--- config.mk ---
export PLATFORM = sky130hd
export DESIGN_NAME = pwm_detector
export DESIGN_NICKNAME = d
export VERILOG_FILES = /design/src/rtl/pwm_det_pkg.sv /design/src/rtl/pwm_phase_counter.sv /design/src/rtl/pwm_detector.sv
export SDC_FILE = /design/constraint.sdc
export NUM_CORES = 1
export LEC_CHECK = 0
export CAP_MARGIN = 20
export CORE_ASPECT_RATIO = 0.9
export CORE_UTILIZATION = 50
export CTS_CLUSTER_SIZE = 14
export DETAILED_ROUTE_END_ITERATION = 6
export GPL_TIMING_DRIVEN = 0
export PLACE_DENSITY = 0.68
export SKIP_CTS_REPAIR_TIMING = 1
export SLEW_MARGIN = 10
export SYNTH_ARGS = -nofsm -noshare
export SYNTH_HDL_FRONTEND = slang
export SYNTH_SLANG_ARGS = --single-unit
--- constraint.sdc ---
create_clock -name clk -period 3.2 [get_ports clk]
set_input_delay 0.64 -clock clk [delete_from_list [all_inputs] [get_ports clk]]
set_output_delay 0.64 -clock clk [all_outputs]
set_load 0.05 [all_outputs]
--- src/rtl/pwm_det_pkg.sv ---
// Shared defaults and helpers for the PWM high/low phase detector.
// Holds the counter width, synchronizer depth and saturating increment.
package pwm_det_pkg;

  localparam int DEFAULT_CNT_WIDTH   = 32;
  localparam int DEFAULT_SYNC_STAGES = 2;
  localparam int MAX_CNT_WIDTH       = 64;

  // Increment that sticks at the all-ones value of a width-bit counter.
  function automatic logic [MAX_CNT_WIDTH-1:0] sat_inc(
    input logic [MAX_CNT_WIDTH-1:0] value,
    input int unsigned              width
  );
    logic [MAX_CNT_WIDTH-1:0] limit;
    limit = (width >= MAX_CNT_WIDTH) ? '1
          : ((MAX_CNT_WIDTH'(1) << width) - MAX_CNT_WIDTH'(1));
    return (value >= limit) ? limit : value + MAX_CNT_WIDTH'(1);
  endfunction

endpackage

--- src/rtl/pwm_phase_counter.sv ---
// Measures one PWM phase: restarts at 1 on its opening edge, saturates,
// and publishes the length on its closing edge once armed.
module pwm_phase_counter
  import pwm_det_pkg::*;
#(
  parameter int CNT_WIDTH = DEFAULT_CNT_WIDTH
) (
  input  logic                 clk,
  input  logic                 reset,
  input  logic                 clear,
  input  logic                 count_en,
  input  logic                 latch,
  input  logic                 arm,
  output logic [CNT_WIDTH-1:0] count,
  output logic                 ready
);

  logic [CNT_WIDTH-1:0] cnt_reg;
  logic                 armed_reg;

  always_ff @(posedge clk or negedge reset) begin
    if (!reset) begin
      cnt_reg   <= '0;
      armed_reg <= 1'b0;
      count     <= '0;
      ready     <= 1'b0;
    end else begin
      ready <= 1'b0;
      if (clear)
        cnt_reg <= CNT_WIDTH'(1);
      else if (count_en)
        cnt_reg <= CNT_WIDTH'(sat_inc(MAX_CNT_WIDTH'(cnt_reg), CNT_WIDTH));
      if (arm)
        armed_reg <= 1'b1;
      // The phase open at reset is never reported: armed only by a seen opening edge.
      if (latch && armed_reg) begin
        count <= cnt_reg;
        ready <= 1'b1;
      end
    end
  end

endmodule

--- src/rtl/pwm_detector.sv ---
// Synchronizes an asynchronous PWM input and reports the length of each
// completed high and low phase with a one-cycle ready pulse.
module pwm_detector
  import pwm_det_pkg::*;
#(
  parameter int CNT_WIDTH   = DEFAULT_CNT_WIDTH,
  parameter int SYNC_STAGES = DEFAULT_SYNC_STAGES
) (
  input  logic                 clk,
  input  logic                 reset,
  input  logic                 pwm_in,
  output logic [CNT_WIDTH-1:0] count_high_pwm,
  output logic [CNT_WIDTH-1:0] count_low_pwm,
  output logic                 hready_intr,
  output logic                 lready_intr
);

  logic [SYNC_STAGES-1:0] sync_reg;
  logic                   pwm_d;
  logic                   pwm_s;
  logic                   rise;
  logic                   fall;

  // SYNC_STAGES must be at least 2 for the shift below to be well formed.
  always_ff @(posedge clk or negedge reset) begin
    if (!reset) begin
      sync_reg <= '0;
      pwm_d    <= 1'b0;
    end else begin
      sync_reg <= {sync_reg[SYNC_STAGES-2:0], pwm_in};
      pwm_d    <= pwm_s;
    end
  end

  assign pwm_s = sync_reg[SYNC_STAGES-1];
  assign rise  = pwm_s & ~pwm_d;
  assign fall  = ~pwm_s & pwm_d;

  pwm_phase_counter #(.CNT_WIDTH(CNT_WIDTH)) u_high (
    .clk      (clk),
    .reset    (reset),
    .clear    (rise),
    .count_en (pwm_s),
    .latch    (fall),
    .arm      (rise),
    .count    (count_high_pwm),
    .ready    (hready_intr)
  );

  pwm_phase_counter #(.CNT_WIDTH(CNT_WIDTH)) u_low (
    .clk      (clk),
    .reset    (reset),
    .clear    (fall),
    .count_en (~pwm_s),
    .latch    (rise),
    .arm      (fall),
    .count    (count_low_pwm),
    .ready    (lready_intr)
  );

endmodule

**Yosys cells after proc, flatten, opt, wreduce, memory -nomap -nowiden**

Cells that the tools add are included.

- Reduce and logical (&&, ||, !) cells: 3
- Muxes and demuxes: 8
- $lt $le $gt $ge: 2
- Add/subtract/negate cells: 2
- Equality and inequality tests: 1
- Bitwise operators: 4

Operators with widths:

| cell | number |
|---|---|
| 32-bit two-way mux | 6 |
| 32-bit by 1-bit adder with 32-bit output (second input constant) | 2 |
| 32-bit >= comparator (second input constant) | 2 |
| 1-bit AND | 2 |
| 1-bit logical AND | 2 |
| 1-bit two-way mux | 2 |
| 2-bit by 1-bit != test with 1-bit output (second input constant) | 1 |
| 1-bit NOT | 2 |
| 2-bit nonzero test | 1 |

- Output and inout port bits: 66
- Input bits: 3
- Flip-flop bits (word level): 135
- Logic and storage cells: 30

**Logic depth before layout (Yosys ltp)**

- Depth in word-level cells: 4
- Depth in mapped cells: 8
- Mapped depth without buffers: 6

**Hierarchy**

From an unflattened synthesis, not the netlist that was laid out.

- Cells, all modules: 592
- Area total of the unflattened synthesis: 6352.3 µm²

By module, submodules not included:

| module | cells an instance | instances | area each (µm²) | seq. area each (µm²) |
|---|---|---|---|---|
| pwm_phase_counter | 293 | 2 | 3129.3 | 1651.6 |
| pwm_detector | 6 | 1 | 93.8 | 75.1 |

**Worst setup path after synthesis**

OpenSTA, ideal clock, no wires.

- Path kind: register to register
- Start: register u_low.cnt_reg[0]
- End: register u_low.cnt_reg[15]
- Stages on the path, launching flop included: 9
- Period minus slack after synthesis: 2.329 ns
- Path buffers: 2
- Path slack: 0.871 ns
- Required time: 3.122 ns
- Library setup time: 0.078 ns
- Arrival time: 2.251 ns
- Cells stage by stage: dfrtp_1 -> ha_1 -> nand4_1 -> or4_1 -> buf_2 -> or4_4 -> buf_6 -> a31o_1 -> a21oi_1

- Cells in the longest elaborated chain, start to end: 4
- Elaborated cells on any way between the ends: 5
- Classes of those cells: add/sub (1); order compare (1); mux (3)

Ends and longest elaborated chain:

| item | line | source |
|---|---|---|
| start, declared | pwm_phase_counter.sv:18 | `logic [CNT_WIDTH-1:0] cnt_reg;` |
| start signal, assigned | pwm_phase_counter.sv:32 | `cnt_reg <= CNT_WIDTH'(sat_inc(MAX_CNT_WIDTH'(cnt_reg), CNT_WIDTH));` |
| 32-bit by 1-bit adder with 32-bit output or 32-bit >= comparator (tied branches) | pwm_det_pkg.sv:17 | `return (value >= limit) ? limit : value + MAX_CNT_WIDTH'(1);` |
| 32-bit two-way mux * | pwm_det_pkg.sv:17 |  |
| 32-bit two-way mux * | pwm_phase_counter.sv:31 | `else if (count_en)` |
| 32-bit two-way mux * | pwm_phase_counter.sv:29 | `if (clear)` |

Mark *: on every way between the ends. The rest lies on a longest branch, timed or not. The select of a mux whose other input is x is not followed.
A chain may end at the register's enable or synchronous reset.

**Worst setup path in the final report**

- Start: register u_high.cnt_reg[8]
- End: register u_high.cnt_reg[31]

- Cells in the longest elaborated chain, start to end: 4
- Elaborated cells on any way between the ends: 5
- Classes of those cells: add/sub (1); order compare (1); mux (3)

Ends and longest elaborated chain:

| item | line |
|---|---|
| start, declared | pwm_phase_counter.sv:18 |
| start signal, assigned | pwm_phase_counter.sv:32 |
| 32-bit by 1-bit adder with 32-bit output or 32-bit >= comparator (tied branches) | pwm_det_pkg.sv:17 |
| 32-bit two-way mux * | pwm_det_pkg.sv:17 |
| 32-bit two-way mux * | pwm_phase_counter.sv:31 |
| 32-bit two-way mux * | pwm_phase_counter.sv:29 |

Marks and branches as above.

==> results.toml <==
[clock_network]
cts-buffers-inserted = 17
cts_tree = "done"
clock_sinks = 135
cts.clk_slew.worst_paths_ns = 0.06
cts_max_level = 4
clk_latency_ns = 0.43
cts_root_buf = "clkbuf_16"
clockBufferDepth = 2

[route]
wl_per_cell_um = 19.5
finalWirelength_mm = 16.6
vias = 5276
routed_via_density = 6.20
drc = 0
postRouteAntennaNets = 0
drt-initial-drc-count = 463
dr.pass1.iters = 7

[final_layout]
finalInstanceArea_mm2 = 0.00784
area_growth_syn_to_layout_pct = 24.6
final_layout_size_suffix_gt1_share_pct = 16.1
fillCellCount = 1001
final_core_util_pct = 64.4
diodes = 0
finalNetCount = 683

[synth]
synth-adder-area-share_pct = 0.397
yosysWarnings = 0
synthArstFlopShare_pct = 100
synth_top_family_by_area = "simple AND/OR/NAND/NOR gates"
ys_top_cells_by_count = "dfrtp_1 (135), mux2_2 (56), nand2_1 (35), o21ai_0 (33)"
ys.flop_type = "dfrtp_1"
synth_edf_count = 0
yosys.area.top_type = "dfrtp_1"
ys_seq_elements = 135
syn_nets = 594
synthTopCellsByArea = "dfrtp_1 (54%), mux2_2 (10%), o21ai_0 (2.6%), a31oi_1 (2.5%), a21oi_1 (2.4%)"
synth_cell_types = 51
synth_top_area_share_pct = 53.6
yosysMostFrequentCell = "dfrtp_1"
syn_avg_cell_area_um2 = 10.7
synth.area.mux_share_pct = 10.2
yosysSeqAreaShare_pct = 53.6
synth_xor_area_share_pct = 0
syn_area_mm2 = 0.00630
synthSimpleGateAreaFrac_pct = 18.6
synth_compound_area_share_pct = 14.1
synthCells = 589

[floorplan]
die_x_um = 120
start_util_pct = 51.7
pin_count = 69
die_h_um = 108
row_count = 38
coreArea_mm2 = 0.0122
dieArea_mm2 = 0.0130

[grt]
grt_max_degree = 76
antenna_found_initial = 0
grt.overflow.total = 0
grt_pass1_vias = 5127
grt_pass1_wl_mm = 27.2
grt_usage_pct = 27.8

[timing]
min_period_over_period_pct = 91.8
fmax_mhz = 341
worst_slack_ns = 0.264
setup_viol = 0
fin_crit_ns = 2.94
slew_headroom_pct = 26.3
finalSetupTns_ns = 0
finalMaxSlewViolations = 0
hold_violations = 0
skew_ns = 0.00761
grt_setup_unrepaired = "false"
worst_slew_pin_slew_ns = 1.10

[critical_path]
path_class = "reg2reg"
cp-start-kind = "flip-flop"
rrSetupSlack_ns = 0.26
cp-end-kind = "flip-flop"
critPathRequiredTime_ns = 3.53
critPathArrivalTime_ns = 3.26
cp_max_fo = 10

[placement]
postPlaceCellArea_mm2 = 0.00721
gp_congestion = 0.907
hpwl_mm = 11.4
preCtsSetupSlack_ns = 0.246
port_buffers = 68

[job]
max_cap_violations = 0

[power_and_ir_drop]
p_per_area_mw_per_mm2 = 535
vdd_drop_max_v = 0.000374
power.leakage_nw = 3.36

[min_path]
hold_path_class = "in2async"

[status]
status = "completed"
==> per-layer routing <==
metal	track usage [%]	part of all wire, %	vias to the layer above
met5	0	0	-
met3	6.43	6.6	28
met1	41.1	48	2615
met2	38.6	44	215
met4	12.5	1.8	0
li1	-	-	2418
==> critical path, stage by stage (launching register included) <==
cell and delay, ns:
dfrtp_1 0.34, clkbuf_1 0.33, nand3_1 0.23, nor4_1 0.90
nor3b_1 0.62, a31oi_1 0.17, a211oi_1 0.24
==> worst paths after layout <==
kind | from | endpoint | depth (start not counted)
min in group clk | sync_reg[0] | sync_reg[1] | 0
setup reg to reg | u_high.cnt_reg[8] | u_high.cnt_reg[31] | 6
max in group asynchronous | reset | u_low.cnt_reg[5] | 2
hold reg to reg | sync_reg[0] | sync_reg[1] | 0
setup / recovery | u_high.cnt_reg[8] | u_high.cnt_reg[31] | 6
hold / removal | reset | u_high.cnt_reg[14] | 1
==> stage by stage <==
step | cells | hold WS (ns) | power [mW]
final | 851 | 0.172 | 4.20
after global routing | 851 | 0.214 | 4.33
after CTS | 850 | 0.197 | 4.23
after detailed placement | 818 | 0.346 | 2.18
after global placement | 817 | 0.338 | 2.17
after floorplan | 589 | 0.331 | 2.03
==> layout by cell type, fill, tap and decap left out, types with 3 or more instances in the layout <==
| cell type | netlist | layout |
|---|---|---|
| a31oi_1 | 25 | 25 |
| or4_1 | 3 | 3 |
| nor4_1 | 12 | 11 |
| and3_1 | 17 | 17 |
| nor2_1 | 30 | 30 |
| o21ai_0 | 33 | 33 |
| inv_1 | 11 | 11 |
| a211oi_1 | 11 | 11 |
| clkdlybuf4s50_1 | 0 | 67 |
| nor2b_1 | 5 | 5 |
| a31o_2 | 4 | 4 |
| clkinvlp_4 | 0 | 3 |
| nand2_1 | 35 | 35 |
| mux2_2 | 56 | 56 |
| clkbuf_8 | 0 | 4 |
| clkbuf_16 | 0 | 17 |
| and4_1 | 13 | 13 |
| a311oi_1 | 4 | 4 |
| and2_1 | 11 | 11 |
| nor3_2 | 3 | 3 |
| a41o_1 | 3 | 3 |
| a21oi_1 | 30 | 30 |
| dfrtp_1 | 135 | 135 |
| a41oi_1 | 5 | 5 |
| bufinv_16 | 0 | 3 |
| nor3b_1 | 4 | 4 |
| nor3_1 | 24 | 24 |
| or3_1 | 3 | 3 |
| o22a_1 | 5 | 5 |
| nand3_1 | 24 | 24 |
| clkbuf_1 | 29 | 29 |
| nand4_1 | 17 | 17 |
| clkinv_2 | 0 | 3 |
| buf_2 | 5 | 5 |
==> power breakdown <==
part | internal, mW | total (mW) | switching, mW
registers | 1.75 | 1.80 | 0.0438
logic | 0.111 | 0.355 | 0.244
clock network | 1.31 | 2.04 | 0.737
==> kinds of logic after synthesis <==
family | after synthesis
compound gates | 137
buf+inv | 48
flops | 135
mux | 57
fa+ha+maj | 2
simple gates | 210
==> layout make-up <==
type	count	area, µm²	share of cell area [%]
sequential	135	3380	43.1
multi-input combinational	406	2730	34.8
timing repair buffer	70	714	9.11
clock buffer	21	480	6.13
tap	160	200	2.55
buffer	37	153	1.95
clock inverter	11	145	1.85
inverter	11	41.3	0.526
Note: power is estimated with default switching activity, not from simulation.
